`config.mk`:
```
export PLATFORM = sky130hd
export DESIGN_NAME = dmem_arbiter
export DESIGN_NICKNAME = d
export VERILOG_FILES = /design/src/rtl/dmem_pkg.sv /design/src/rtl/dmem_access_check.sv /design/src/rtl/dmem_arbiter.sv
export SDC_FILE = /design/constraint.sdc
export NUM_CORES = 1
export LEC_CHECK = 0
export BUFFER_PORTS_ARGS = -buffer_cell sky130_fd_sc_hd__buf_2
export CAP_MARGIN = 20
export CORE_MARGIN = 2
export CORE_UTILIZATION = 45
export CTS_BUF_LIST = sky130_fd_sc_hd__clkbuf_8 sky130_fd_sc_hd__clkbuf_16
export DETAILED_ROUTE_END_ITERATION = 12
export HOLD_SLACK_MARGIN = 0.02
export PLACE_DENSITY = 0.86
export SYNTH_ARGS = -nofsm -noshare
export SYNTH_HDL_FRONTEND = slang
export SYNTH_HIERARCHICAL = 1
export SYNTH_SLANG_ARGS = --single-unit
```
`constraint.sdc`:
```
create_clock -name clk -period 6.2 [get_ports clk]
set_input_delay 0.93 -clock clk [delete_from_list [all_inputs] [get_ports clk]]
set_output_delay 0.93 -clock clk [all_outputs]
set_load 0.02 [all_outputs]
```
`src/rtl/dmem_pkg.sv`:
```
// Shared constants, request bundle and width decode for the data-memory arbiter.
// Purely declarative: no latency, no backpressure.
package dmem_pkg;

    localparam logic [2:0] F3_B  = 3'b000;
    localparam logic [2:0] F3_H  = 3'b001;
    localparam logic [2:0] F3_W  = 3'b010;
    localparam logic [2:0] F3_BU = 3'b100;
    localparam logic [2:0] F3_HU = 3'b101;

    localparam logic PORT_C = 1'b0;
    localparam logic PORT_L = 1'b1;

    typedef struct packed {
        logic        we;
        logic [7:0]  addr;
        logic [31:0] wdata;
        logic [2:0]  func3;
    } mem_req_t;

    // Bytes touched by an access; unknown codes report 1 and are rejected elsewhere.
    function automatic logic [2:0] size_of(input logic [2:0] func3);
        case (func3)
            F3_H, F3_HU: size_of = 3'd2;
            F3_W:        size_of = 3'd4;
            default:     size_of = 3'd1;
        endcase
    endfunction

endpackage

```
`src/rtl/dmem_access_check.sv`:
```
// Combinational legality decode (func3, alignment, range) of one memory request.
// Latency: zero cycles; backpressure: none, pure function of its inputs.
module dmem_access_check
    import dmem_pkg::*;
#(
    parameter int DEPTH = 64
) (
    input  logic       we,
    input  logic [7:0] addr,
    input  logic [2:0] func3,
    output logic       legal
);

    localparam logic [9:0] DEPTH_W = 10'(DEPTH);

    logic       f3_ok;
    logic       align_ok;
    logic       range_ok;
    logic [9:0] last_byte;

    always_comb begin
        f3_ok = 1'b0;
        case (func3)
            F3_B, F3_H, F3_W: f3_ok = 1'b1;
            F3_BU, F3_HU:     f3_ok = !we;
            default:          f3_ok = 1'b0;
        endcase
    end

    always_comb begin
        align_ok = 1'b1;
        case (func3)
            F3_H, F3_HU: align_ok = !addr[0];
            F3_W:        align_ok = (addr[1:0] == 2'b00);
            default:     align_ok = 1'b1;
        endcase
    end

    // Widened so a word near 0xFF cannot wrap back into range.
    assign last_byte = {2'b00, addr} + {7'd0, size_of(func3)} - 10'd1;
    assign range_ok  = (last_byte < DEPTH_W);
    assign legal     = f3_ok && align_ok && range_ok;

endmodule

```
`src/rtl/dmem_arbiter.sv`:
```
// Shares one data-memory port between core (C) and loader (L): round-robin, loader lock, starvation guard, legality check.
// Latency: gnt/strobes same cycle, rvalid/err/rdata next cycle; backpressure: requests held until gnt, one access per cycle.
module dmem_arbiter
    import dmem_pkg::*;
#(
    parameter int DEPTH    = 64,
    parameter int MAX_WAIT = 4
) (
    input  logic        clk,
    input  logic        rst_n,
    input  logic        c_req,
    input  logic        c_we,
    input  logic [7:0]  c_addr,
    input  logic [31:0] c_wdata,
    input  logic [2:0]  c_func3,
    input  logic        l_req,
    input  logic        l_we,
    input  logic [7:0]  l_addr,
    input  logic [31:0] l_wdata,
    input  logic [2:0]  l_func3,
    input  logic        l_lock,
    output logic        c_gnt,
    output logic        l_gnt,
    output logic        c_rvalid,
    output logic        l_rvalid,
    output logic [31:0] c_rdata,
    output logic [31:0] l_rdata,
    output logic        c_err,
    output logic        l_err,
    output logic        mem_read,
    output logic        mem_write,
    output logic [7:0]  mem_addr,
    output logic [31:0] mem_wdata,
    output logic [2:0]  mem_func3,
    input  logic [31:0] mem_rdata
);

    localparam int WW = (MAX_WAIT > 0) ? $clog2(MAX_WAIT + 1) : 1;
    localparam logic [WW-1:0] WAIT_MAX = WW'(MAX_WAIT);

    logic          last;
    logic          locked;
    logic [WW-1:0] wait_cnt;

    logic          gnt_c;
    logic          gnt_l;
    logic          gnt_any;
    logic          legal;
    mem_req_t      c_bus;
    mem_req_t      l_bus;
    mem_req_t      req;

    logic          c_rvalid_q;
    logic          l_rvalid_q;
    logic          c_err_q;
    logic          l_err_q;
    logic [31:0]   c_rdata_q;
    logic [31:0]   l_rdata_q;

    assign c_bus = '{we: c_we, addr: c_addr, wdata: c_wdata, func3: c_func3};
    assign l_bus = '{we: l_we, addr: l_addr, wdata: l_wdata, func3: l_func3};

    always_comb begin
        gnt_c = 1'b0;
        gnt_l = 1'b0;
        if (rst_n) begin
            if (c_req && l_req) begin
                // A held lock beats round-robin until the core has waited MAX_WAIT cycles.
                if (locked) begin
                    gnt_l = (wait_cnt != WAIT_MAX);
                    gnt_c = (wait_cnt == WAIT_MAX);
                end else if (last == PORT_L) begin
                    gnt_c = 1'b1;
                end else begin
                    gnt_l = 1'b1;
                end
            end else begin
                gnt_c = c_req;
                gnt_l = l_req;
            end
        end
    end

    assign gnt_any = gnt_c || gnt_l;

    always_comb begin
        req = '0;
        if (gnt_l) begin
            req = l_bus;
        end else if (gnt_c) begin
            req = c_bus;
        end
    end

    dmem_access_check #(
        .DEPTH (DEPTH)
    ) u_check (
        .we    (req.we),
        .addr  (req.addr),
        .func3 (req.func3),
        .legal (legal)
    );

    assign mem_read  = gnt_any && legal && !req.we;
    assign mem_write = gnt_any && legal && req.we;
    assign mem_addr  = req.addr;
    assign mem_wdata = req.wdata;
    assign mem_func3 = req.func3;

    always_ff @(posedge clk) begin
        if (!rst_n) begin
            last       <= PORT_L;
            locked     <= 1'b0;
            wait_cnt   <= '0;
            c_rvalid_q <= 1'b0;
            l_rvalid_q <= 1'b0;
            c_err_q    <= 1'b0;
            l_err_q    <= 1'b0;
            c_rdata_q  <= '0;
            l_rdata_q  <= '0;
        end else begin
            if (gnt_any) begin
                last   <= gnt_l ? PORT_L : PORT_C;
                locked <= gnt_l && l_lock;
            end

            if (c_req && !gnt_c) begin
                if (wait_cnt != WAIT_MAX) begin
                    wait_cnt <= wait_cnt + WW'(1);
                end
            end else begin
                wait_cnt <= '0;
            end

            c_rvalid_q <= gnt_c && legal && !c_we;
            l_rvalid_q <= gnt_l && legal && !l_we;
            c_err_q    <= gnt_c && !legal;
            l_err_q    <= gnt_l && !legal;
            if (gnt_c && legal && !c_we) begin
                c_rdata_q <= mem_rdata;
            end
            if (gnt_l && legal && !l_we) begin
                l_rdata_q <= mem_rdata;
            end
        end
    end

    // A response emerging into a reset cycle is dropped rather than delivered.
    assign c_rvalid = c_rvalid_q && rst_n;
    assign l_rvalid = l_rvalid_q && rst_n;
    assign c_err    = c_err_q && rst_n;
    assign l_err    = l_err_q && rst_n;
    assign c_rdata  = c_rdata_q;
    assign l_rdata  = l_rdata_q;
    assign c_gnt    = gnt_c;
    assign l_gnt    = gnt_l;

endmodule

```
==> results list, run 1 <==
- After detailed routing, the number of remaining DRC violations is 0.
- 0 antenna diodes ended up in the layout.
* Run status: complete, no violations
- Routability-driven placement finished with a final weighted congestion of 0.865.
- CTS tree: yes
- Critical Path End Type: primary output
- Area after DPL: 5130 um2
- Vias: 4,387
* Total half-perimeter wirelength after legalization and detailed placement: 8.91 mm
* Syn-to-layout area delta: 26.3%
* Async set-or-reset flop fraction in the synthesized netlist: 0%
* Highest achievable clock rate: 177 MHz
- Critical Path Fanout Max: 15
- The max-slew violation total from the final report was 0.
- Clock latency on the worst-skew pair, taken at its later pin, is 340 ps.
- Setup slack on the worst reg-to-reg path comes out at 1280 ps.
* Share of the cycle needed by the critical path after routing: 91.1%
- Overall track demand over capacity in global routing: 21.6%
- Synthesized net count: 710
* Pin count of the biggest net entering global routing: 85
* Number of antenna violations at the first check in global routing: 0
* Startpoint of the worst register-to-register path: wait_cnt[0]
* Clk slew on worst S/H paths: 90 ps
* Detailed-route wire length: 11.6 mm
- Post-cts hold buffer count: 0
- Total number of clock tree sinks: 73
- The floorplan step defined a die boundary enclosing 10,100 um2.
* Worst clock skew: 11.8 ps
- Across the run, the number of max-cap violations was 0.
- In this run the post-CTS setup repair buffer count came out at 0.
- The H-tree was split into 3 levels.
- The die is 101 um tall.
* Maximum root-to-sink buffer count: 2
* Area fraction of the dominant cell type after synthesis: 34.7%
* Number of buffers created by CTS: 9
- Ranked by total cell area, the synthesized netlist is headed by dfxtp_1, nand2_1, buf_4, mux2i_1, o22ai_1.
* Total leakage power: 0.00270 uW
* Proportion of synthesized chip area in sequential cells: 34.7%
- The tree is rooted in a clkbuf_8.
* Power per Cell Area: 210 nW/um2
- Number of unique standard cell types used by synthesis: 46
* Category of the critical setup timing path: register to primary output
- Kind of start point of the critical path: register
- Final Setup Violations: 0
- Die boundary width: 101 um
- Dividing the detail-routed wire length by the instance count gives 13.4 um.
- Rel. slew slack: 49.2%
- Count of warnings emitted by yosys: 6
* Layout cell share with drive strength beyond 1: 36.5%
- Subtracting the final worst setup slack from the clock period gives 5650 ps.
- The first global-routing pass estimated 17.7 mm of wire.
- After the last flow step, the layout net total stands at 885.
* Synthesized cell area: 4210 um2
* Port buffer count: 239
- In this run, synthesis inferred 0 flip-flops with an integrated enable.
- Vias per Instance: 5.07
* Number of standard-cell rows in the floorplan: 35
- # IOs: 240
* Setup TNS: 0 ps
* Seq cells post-synth: 73
* Post-synthesis area per instance: 7.34 um2
- The via count of the first global-routing pass is 3,823.
* Capture point of the worst path: mem_read
* Remaining number of nets flagged by the antenna check after routing: 0
- Minimum hold slack: 456 ps
* DR iter-0 viols: 164
- Arrival time at the worst endpoint: 4720 ps
* Number of resized instances in the post-cts repair step: 0
- Worst Max-Slew Pin Slew: 763 ps
* Overflow after GRT: 0
* Library cell occupying the most area in the post-synthesis netlist: dfxtp_1
* Start point of the critical path: wait_cnt[0]
* Detailed-router iteration count before antenna repair: 4
- Reg-to-reg endpoint: c_rdata[14]
- Number of instances in the synthesized netlist: 574
- Commonest register cell after synthesis: dfxtp_1
- After floorplanning, the core was sized to cover 9150 um2.
- The finished cells cover 5320 um2.
- Final hold vios: 0
- STA puts the critical path data required time at 5270 ps.
- Unrepaired setup endpoints after global routing: false
- Once the floorplan was initialized, standard cells occupied 46.0% of the core.
- Worst min-delay path category: register to register
* Cells on worst reg2reg path: 20
- VDD sags by at most 0.000115 V.
[sequential cells by signal, indices dropped and copies added, names as in the netlist]
| name | flops |
|---|---|
| c_rdata | 32 |
| l_rdata | 32 |
| wait_cnt | 3 |
| c_err_q | 1 |
| c_rvalid_q | 1 |
| l_err_q | 1 |
| l_rvalid_q | 1 |
| last | 1 |
| locked | 1 |
[per-stage QoR]
stage	total power (uW)	util, %	std cells	setup slack (ps)
5_1_grt	1170	58.1	865	238
3_3_place_gp	771	56.1	849	705
4_1_cts	1120	58.1	865	531
2_1_floorplan	698	-	574	436
6_report	1120	58.1	865	554
3_5_place_dp	776	56.1	849	603
[cell usage in the layout (no fill, tap or decap), types with 2 or more instances in the layout]
cell	n
a21oi_1	4
and2_1	4
and3b_1	2
buf_2	238
buf_4	11
clkbuf_8	9
clkinvlp_4	3
dfxtp_1	73
ha_1	11
inv_1	46
inv_6	3
mux2i_1	32
nand2_1	161
nand3_1	37
nor2_1	6
nor2b_1	2
nor3_1	5
o21ai_0	32
o22ai_1	45
or2_2	2
xnor2_1	2
[critical path, cell delays in order (launching register included)]
cell and delay, ps:
dfxtp_1 370, inv_1 50, ha_1 240, and3_1 250, o31ai_4 250, buf_4 250
o22ai_1 160, or3b_4 420, ha_1 290, inv_1 40, ha_1 280, nor2b_1 230
or3b_1 370, o22a_1 160, a221oi_1 240, buf_4 190, nand2_1 100, nor3_1 200
or2_2 150, buf_2 160
[Yosys cell counts, types with 2 or more instances]
library cell  instances
mux2i_1              32
o21ai_0              32
nor2_1                6
nand3_1              37
nand2_1             161
o22ai_1              45
buf_6                 3
inv_1                46
xnor2_1               2
buf_2                 2
or2_2                 2
and2_1                4
buf_4                43
dfxtp_1              73
and3b_1               2
ha_1                 11
buf_1                 3
nor3_1                5
a21oi_1               4
nor2b_1               2
clkbuf_1             34
[report_power, final]
part / switching [uW] / total, uW / internal (uW)
combinational: 168 / 277 / 109
clock: 198 / 350 / 152
sequential: 6.55 / 489 / 483
[how the worst min path moves through the flow]
stage,start,endpoint,slack [ps],depth (start not counted)
2_1_floorplan,last,last,430,2
3_3_place_gp,l_rdata[20],l_rdata[20],440,2
3_5_place_dp,l_rdata[1],l_rdata[1],440,2
4_1_cts,l_rdata[8],l_rdata[8],460,2
5_1_grt,l_rdata[26],l_rdata[26],470,2
6_report,l_rdata[17],l_rdata[17],460,2
[kinds of logic (layout without fill, tap and decap cells)]
logic type                 Yosys count  count (layout)  share of synthesized area (%)
and+or+nand+nor                    229             229                           23.7
DFF                                 73              73                           34.7
AOI/OAI and AO/OA                   96              96                           14.2
buffers and inverters              131             311                           16.1
adders and majority gates           11              11                           3.27
muxes                               32              32                           7.61
xor gates and xnor gates             2               2                          0.416
[routing by layer]
metal / track usage, % / share of wire, % / wire (um) / up-vias
li1: - / - / - / 2221
met1: 26.2 / 43 / 4980 / 1963
met2: 38.3 / 49 / 5640 / 186
met3: 4.16 / 6.5 / 757 / 17
met4: 6.64 / 1.7 / 195 / 0
met5: 0 / 0 / 0 / -
[area by class of cell]
cell class | instances | area, um2
timing repair buffer | 249 | 1270
fill | 867 | 3830
inverter | 46 | 173
clock inverter | 7 | 60.1
multi-input combinational | 370 | 2090
clock buffer | 9 | 124
sequential | 73 | 1460
tap | 111 | 139
Power figures use the tool's default switching activity.
==> inputs of run 2 (changes only) <==
==> constraint.sdc (replaced) <==
create_clock -name clk -period 6.1 [get_ports clk]
set_input_delay 0.915 -clock clk [delete_from_list [all_inputs] [get_ports clk]]
set_output_delay 0.915 -clock clk [all_outputs]
set_load 0.02 [all_outputs]
==> results list, run 2 (synthesis gave the netlist of run 1 again) <==
- Number of standard-cell rows in the floorplan: 35
- In this run, the number of DRC markers left after iteration 0 of detailed routing was 167.
- The flow ran to the end, and the final reports show no timing, DRC or antenna violations.
* First-pass GRT wire length: 17.7 mm
- Kind of start point of the critical path: register
- Summing all flip-flop and latch instances after layout gives 1460 um2.
- Across the run, the number of max-cap violations was 0.
- Clock period minus worst slack: 5670 ps
- Slowest cell on the critical path: or3b_4
- In this run the horizontal extent of the chip is 101 um.
- Critical Path End Type: primary output
* Port buffer count: 239
- For this design the total switching power over the nets is 361 uW.
- Number of buffers created by CTS: 9
- The via count of the first global-routing pass is 3,819.
- For the pin with the worst max-slew slack, the measured transition is 741 ps.
- Measured along the y axis, the die boundary spans 101 um.
* Final Setup Violations: 0
- The number of gates resized after CTS was 0.
- Syn-to-layout area delta: 26.1%
* Highest achievable clock rate: 176 MHz
- Registers are responsible for 44.8% of the overall power.
- Global routing finished with a remaining overflow of 0.
* Data required time of the critical path: 5180 ps
* # IOs: 240
- Arrival time at the worst endpoint: 4750 ps
- Of the cells placed in the final design, the portion with a size suffix greater than 1 is 36.3%.
- Clock-pin slew was measured on the worst setup and hold paths at 80 ps.
- Category of the critical setup timing path: register to primary output
- Initial cell density of the core: 46.0%
- Using the TritonRoute via totals, the vias-per-cell ratio works out to 5.00.
- Power per Cell Area: 209 nW/um2
- In this run, the combinational gates consume 25.3% of the power.
* Number of antenna violations at the first check in global routing: 0
- Maximum root-to-sink buffer count: 2
- The most numerous cell type found on the critical path is ha_1.
* Pin count of the biggest net entering global routing: 84
- The final route contains 4,316 vias.
- Setup TNS: 0 ps
* CTS tree: yes
* Clock power share: 29.9%
- The final count of hold timing violations was 0.
- Net switching is 32.5% of the power.
* Total number of clock tree sinks: 73
* Total half-perimeter wirelength after legalization and detailed placement: 8.78 mm
* Cells along the critical path: inv_1 > ha_1 > and3_1 > o31ai_4 > buf_4 > o22ai_1 > or3b_4 > ha_1 > inv_1 > ha_1 > nor2b_1 > or3b_1 > o22a_1 > a221oi_1 > buf_4 > nand2_1 > nor3_1 > or2_2 > buf_2
* Detailed-router iteration count before antenna repair: 4
- Most common cell after layout, fill and taps aside: buf_2
- The root buffer cell chosen for the clock tree is clkbuf_8.
- Final slew viol count: 0
- Top library cells by usage in the layout, fill and taps aside: buf_2, nand2_1, dfxtp_1, inv_1, o22ai_1
- In this run the static leakage power is 0.00270 uW.
* Rel. slew slack: 50.6%
- CTS built an H-tree with a depth of 3.
- Power Internal: 748 uW
- Wire length per cell after detailed routing: 13.2 um
* Critical Path Fanout Max: 16
* Gp weighted congestion: 0.896
- Worst clock skew: 14.7 ps
- Die area: 10,100 um2
- Setup repair after global routing left no endpoint under its margin.
- Area of the multi-input gates: 2090 um2
- Post-CTS setup-driven buffer insertion count: 0
- Remaining routing DRC violations: 0
- Overall track demand over capacity in global routing: 21.7%
* Filler instances: 872
- At the end of the flow the core is filled with cells to 58.0%.
- After clock tree synthesis, the flow added hold-fix buffers numbering 0.
- The number of antenna diodes in the final layout is 0.
* Remaining number of nets flagged by the antenna check after routing: 0
- Nets: 884
- After floorplanning, the core was sized to cover 9150 um2.
* Maximum vdd drop: 0.000106 V
- For the worst-skew pair, the clock arrives at the later sink with an insertion delay of 350 ps.
- Share of the cycle needed by the critical path after routing: 92.9%
* CP peak stage delay: 440 ps
- For this block, the routed nets add up to 11.4 mm of wire.
- Worst min-delay path category: register to register
[run 2: final timing paths]
check	startpoint	end	cells after the start	slack, ps
max	wait_cnt[0]	mem_read	19	430
min	c_rdata[10]	c_rdata[10]	2	450
max reg2reg	wait_cnt[0]	l_rdata[9]	19	1180
min reg2reg	c_rdata[10]	c_rdata[10]	2	450
[run 2: power groups by stage]
| stage | clock network (uW) | logic [uW] | registers, uW |
|---|---|---|---|
| 2_1_floorplan | 0 | 187 | 522 |
| 3_3_place_gp | 0 | 277 | 507 |
| 3_5_place_dp | 0 | 281 | 508 |
| 4_1_cts | 340 | 282 | 497 |
| 5_1_grt | 362 | 309 | 499 |
| 6_report | 331 | 281 | 497 |
[run 2: through the flow]
stage,hold slack [ps],total power (uW),setup slack (ps),cells,cell area (um2)
3_5_place_dp,444,789,488,848,5140
4_1_cts,459,1120,385,864,5310
2_1_floorplan,433,710,366,574,4210
3_3_place_gp,438,784,576,848,5140
5_1_grt,476,1170,56.0,864,5310
6_report,454,1110,433,864,5310
[run 2: area by class of cell]
class | count | share of cell area [%]
inverters | 46 | 3.25
multi-input cells | 370 | 39.3
well taps | 111 | 2.62
clock buffers | 9 | 2.33
repair buffers | 248 | 24.1
clock inverters | 7 | 0.872
flip-flops and latches | 73 | 27.5
[run 2: layer usage]
metal	up-vias	GRT usage [%]	wire (um)
met1	1900	25.4	4820
met5	-	0	0
li1	2209	-	-
met3	27	5.27	804
met2	180	37.7	5480
met4	0	8.85	312
[run 2: worst max-delay path: cells and delay by family, from the launching register on]
family,cells,cell delay (ps)
and+or+nand+nor,7,1730
AOI/OAI and AO/OA,4,820
adders and majority gates,3,810
buffers and inverters,5,700
DFF,1,370
==> inputs of run 3 (changes only) <==
--- a/config.mk
+++ b/config.mk
@@ -5,6 +5,7 @@
 export SDC_FILE = /design/constraint.sdc
 export NUM_CORES = 1
 export LEC_CHECK = 0
+export ABC_AREA = 1
 export BUFFER_PORTS_ARGS = -buffer_cell sky130_fd_sc_hd__buf_2
 export CAP_MARGIN = 20
 export CORE_MARGIN = 2
@@ -12,7 +13,7 @@
 export CTS_BUF_LIST = sky130_fd_sc_hd__clkbuf_8 sky130_fd_sc_hd__clkbuf_16
 export DETAILED_ROUTE_END_ITERATION = 12
 export HOLD_SLACK_MARGIN = 0.02
-export PLACE_DENSITY = 0.86
+export PLACE_DENSITY = 0.84
 export SYNTH_ARGS = -nofsm -noshare
 export SYNTH_HDL_FRONTEND = slang
 export SYNTH_HIERARCHICAL = 1
==> results list, run 3 <==
- The die covers 10,900 um2.
* Detailed-router iteration count before antenna repair: 7
- Post-synthesis area per instance: 6.24 um2
- Once layout is complete, the cells apart from fillers number 1,043.
* Total leakage power: 0.00335 uW
* DR iter-0 viols: 181
* CTS H-tree depth: 3
- Layout cell share with drive strength beyond 1: 32.3%
- Die boundary width: 105 um
- The number of nets in the synthesized netlist is 865.
* Clk slew on worst S/H paths: 70 ps
- Vias per Instance: 4.40
- Comb pwr share: 26.4%
- Rel. slew slack: 53.1%
- Maximum vdd drop: 0.000123 V
- Synth area leaders: dfxtp_1, nand2_1, inv_1, buf_4, nand4_1
- Syn-to-layout area delta: 23.0%
- Detailed-route wire length: 11.4 mm
- Worst clock skew: 9.63 ps
- Number of resized instances in the post-cts repair step: 0
- Of the post-synthesis cell area, the dominant cell type holds 32.1%.
- Commonest register cell after synthesis: dfxtp_1
- Global routing consumed, over all layers together, 20.6% of the routing resources.
* Placeable core region: 9770 um2
- Once the floorplan was initialized, standard cells occupied 46.5% of the core.
- Total power after layout: 1090 uW
- Via count of the first global-routing pass: 4,141
- Critical Path Fanout Max: 38
- The commonest cells after synthesis are nand2_1, inv_1, dfxtp_1, buf_4, nor2_1.
- In this run the power density over the cells is 194 nW/um2.
* Insertion delay to the later sink of the worst-skew pair: 330 ps
* Number of unique standard cell types used by synthesis: 30
* Setup TNS: 0 ps
- After detailed placement, the design holds a cell count of 1,028.
- In this run the vertical extent of the chip is 105 um.
- The worst path uses 85.6% of the clock period.
- Gp weighted congestion: 0.883
* Met3 demand-to-capacity share in global routing: 4.99%
- For the pin with the worst max-slew slack, the measured transition is 703 ps.
- Top library cells by usage in the layout, fill and taps aside: nand2_1, buf_2, inv_1, dfxtp_1, nor2_1
- Number of instances in the synthesized netlist: 729
- Portion of total power attributed to sequential cells: 45.5%
* Number of synthesized flops with an enable pin: 0
* Number of antenna repair diodes: 0
- After clock tree synthesis, the setup repair step added 0 buffers.
* Clock tree root buffer cell: clkbuf_8
- First-pass GRT wire length: 18.9 mm
- Buffers inserted to repair hold after CTS numbered 0.
* Overflow after GRT: 0
- GRT met1 Usage: 26.7%
- Entering global routing, the biggest net connects 78 pins.
* Switching part of the total: 32.4%
* Nets: 1,042
- Highest achievable clock rate: 192 MHz
- Clock period minus worst slack: 5220 ps
- The final count of hold timing violations came to 0.
- The floorplan has 36 rows.
- Clock power share: 28.1%
- Data required time of the critical path: 5180 ps
- Cell internal power was estimated by the tool at 736 uW.
- Library cell occupying the most area in the post-synthesis netlist: dfxtp_1
* Synthesized cell area: 4550 um2
* Total number of clock tree sinks: 73
- Among all cell types in the netlist, the one instantiated most often is nand2_1.
- The detail route stage leaves a number of antenna-violating nets equal to 0.
- Async set-or-reset flop fraction in the synthesized netlist: 0%
* Filler instances: 993
- Met2 demand-to-capacity share in global routing: 33.9%
* Total half-perimeter wirelength after legalization and detailed placement: 8.58 mm
- Setup repair after global routing left no endpoint under its margin.
- Category of the critical setup timing path: input pin to primary output
* Maximum root-to-sink buffer count: 2
* Arrival time at the worst endpoint: 4300 ps
- Final Setup Violations: 0
- After detailed routing, the average wire length per cell comes to 11.0 um.
* Max capacitance violation total: 0
- Run status: complete, no violations
* Highest-utilization routing layer at the global route stage: met2
- In the routed design, unresolved DRC markers number 0.
- Most common cell after layout, fill and taps aside: nand2_1
- The detailed router placed 4,588 vias in this run.
- STA classifies the critical path endpoint as a primary output.
- The max-slew violation total from the final report came to 0.
- Number of antenna violations at the first check in global routing: 0
- Kind of start point of the critical path: input pin
- CTS tree: yes
- Pin placement for this block handled 240 I/O pins.
* Number of buffers created by CTS: 9
- Count of warnings emitted by yosys: 6
* Seq cells post-synth: 73
* Proportion of synthesized chip area in sequential cells: 32.1%
* Worst min-delay path category: register to register
- Port buffer count: 239
- Switching power: 352 uW
-- run 3: kinds of logic after synthesis --
group | count (synthesis) | share of synthesized area, %
DFF | 73 | 32.1
AOI/OAI and AO/OA | 43 | 5.64
buffers and inverters | 210 | 22.8
and+or+nand+nor | 390 | 36.1
adders and majority gates | 11 | 3.03
xor gates and xnor gates | 2 | 0.385
-- run 3: final timing paths --
| path | slack, ps | endpoint | from | cells after the start |
|---|---|---|---|---|
| setup / recovery | 880 | mem_write | rst_n | 23 |
| hold / removal | 460 | c_rdata[12] | c_rdata[12] | 2 |
| setup reg to reg | 1370 | l_rdata[19] | wait_cnt[0] | 29 |
| hold reg to reg | 460 | c_rdata[12] | c_rdata[12] | 2 |
-- run 3: stage by stage --
stage	hold WS (ps)	worst slack, ps	util [%]	instance area, um2
finish	460	881	57.2	5590
global route	480	599	57.2	5590
CTS	463	886	57.2	5590
detailed placement	452	853	55.7	5440
global placement	445	997	55.7	5440
floorplan	443	1320	-	4550
-- run 3: layout make-up --
type / count / area (um2) / share of cell area [%]
well taps: 133 / 166 / 2.97
flip-flops and latches: 73 / 1460 / 26.1
clock inverters: 6 / 30.0 / 0.537
repair buffers: 245 / 1240 / 22.2
clock buffers: 9 / 124 / 2.21
multi-input cells: 446 / 2060 / 36.8
inverters: 131 / 509 / 9.10
-- run 3: routing by layer --
metal	wire length (um)	share of wire (%)	vias to the layer above
li1	-	-	2487
met1	5230	46	1952
met2	5370	47	139
met3	685	6.0	10
met4	136	1.2	0
met5	0	0	-
-- run 3: power groups by stage --
stage	logic, uW	registers, uW	clock network [uW]
6_report	287	495	306
5_1_grt	318	496	343
4_1_cts	288	495	318
3_5_place_dp	287	506	0
3_3_place_gp	283	505	0
2_1_floorplan	207	517	0
-- run 3: worst max-delay path: stages --
cell	delay [ps]
buf_4	300
nand3_1	260
inv_2	170
buf_4	360
nand2_1	100
nand2_1	100
inv_1	50
ha_1	260
inv_1	40
ha_1	300
nand2_1	120
clkinvlp_4	110
nand3_2	80
nand2_2	50
nand2_2	50
nand2_1	50
nand2_1	50
nand3_1	60
nor2_1	180
inv_1	100
or2_2	310
a21oi_1	110
buf_2	170
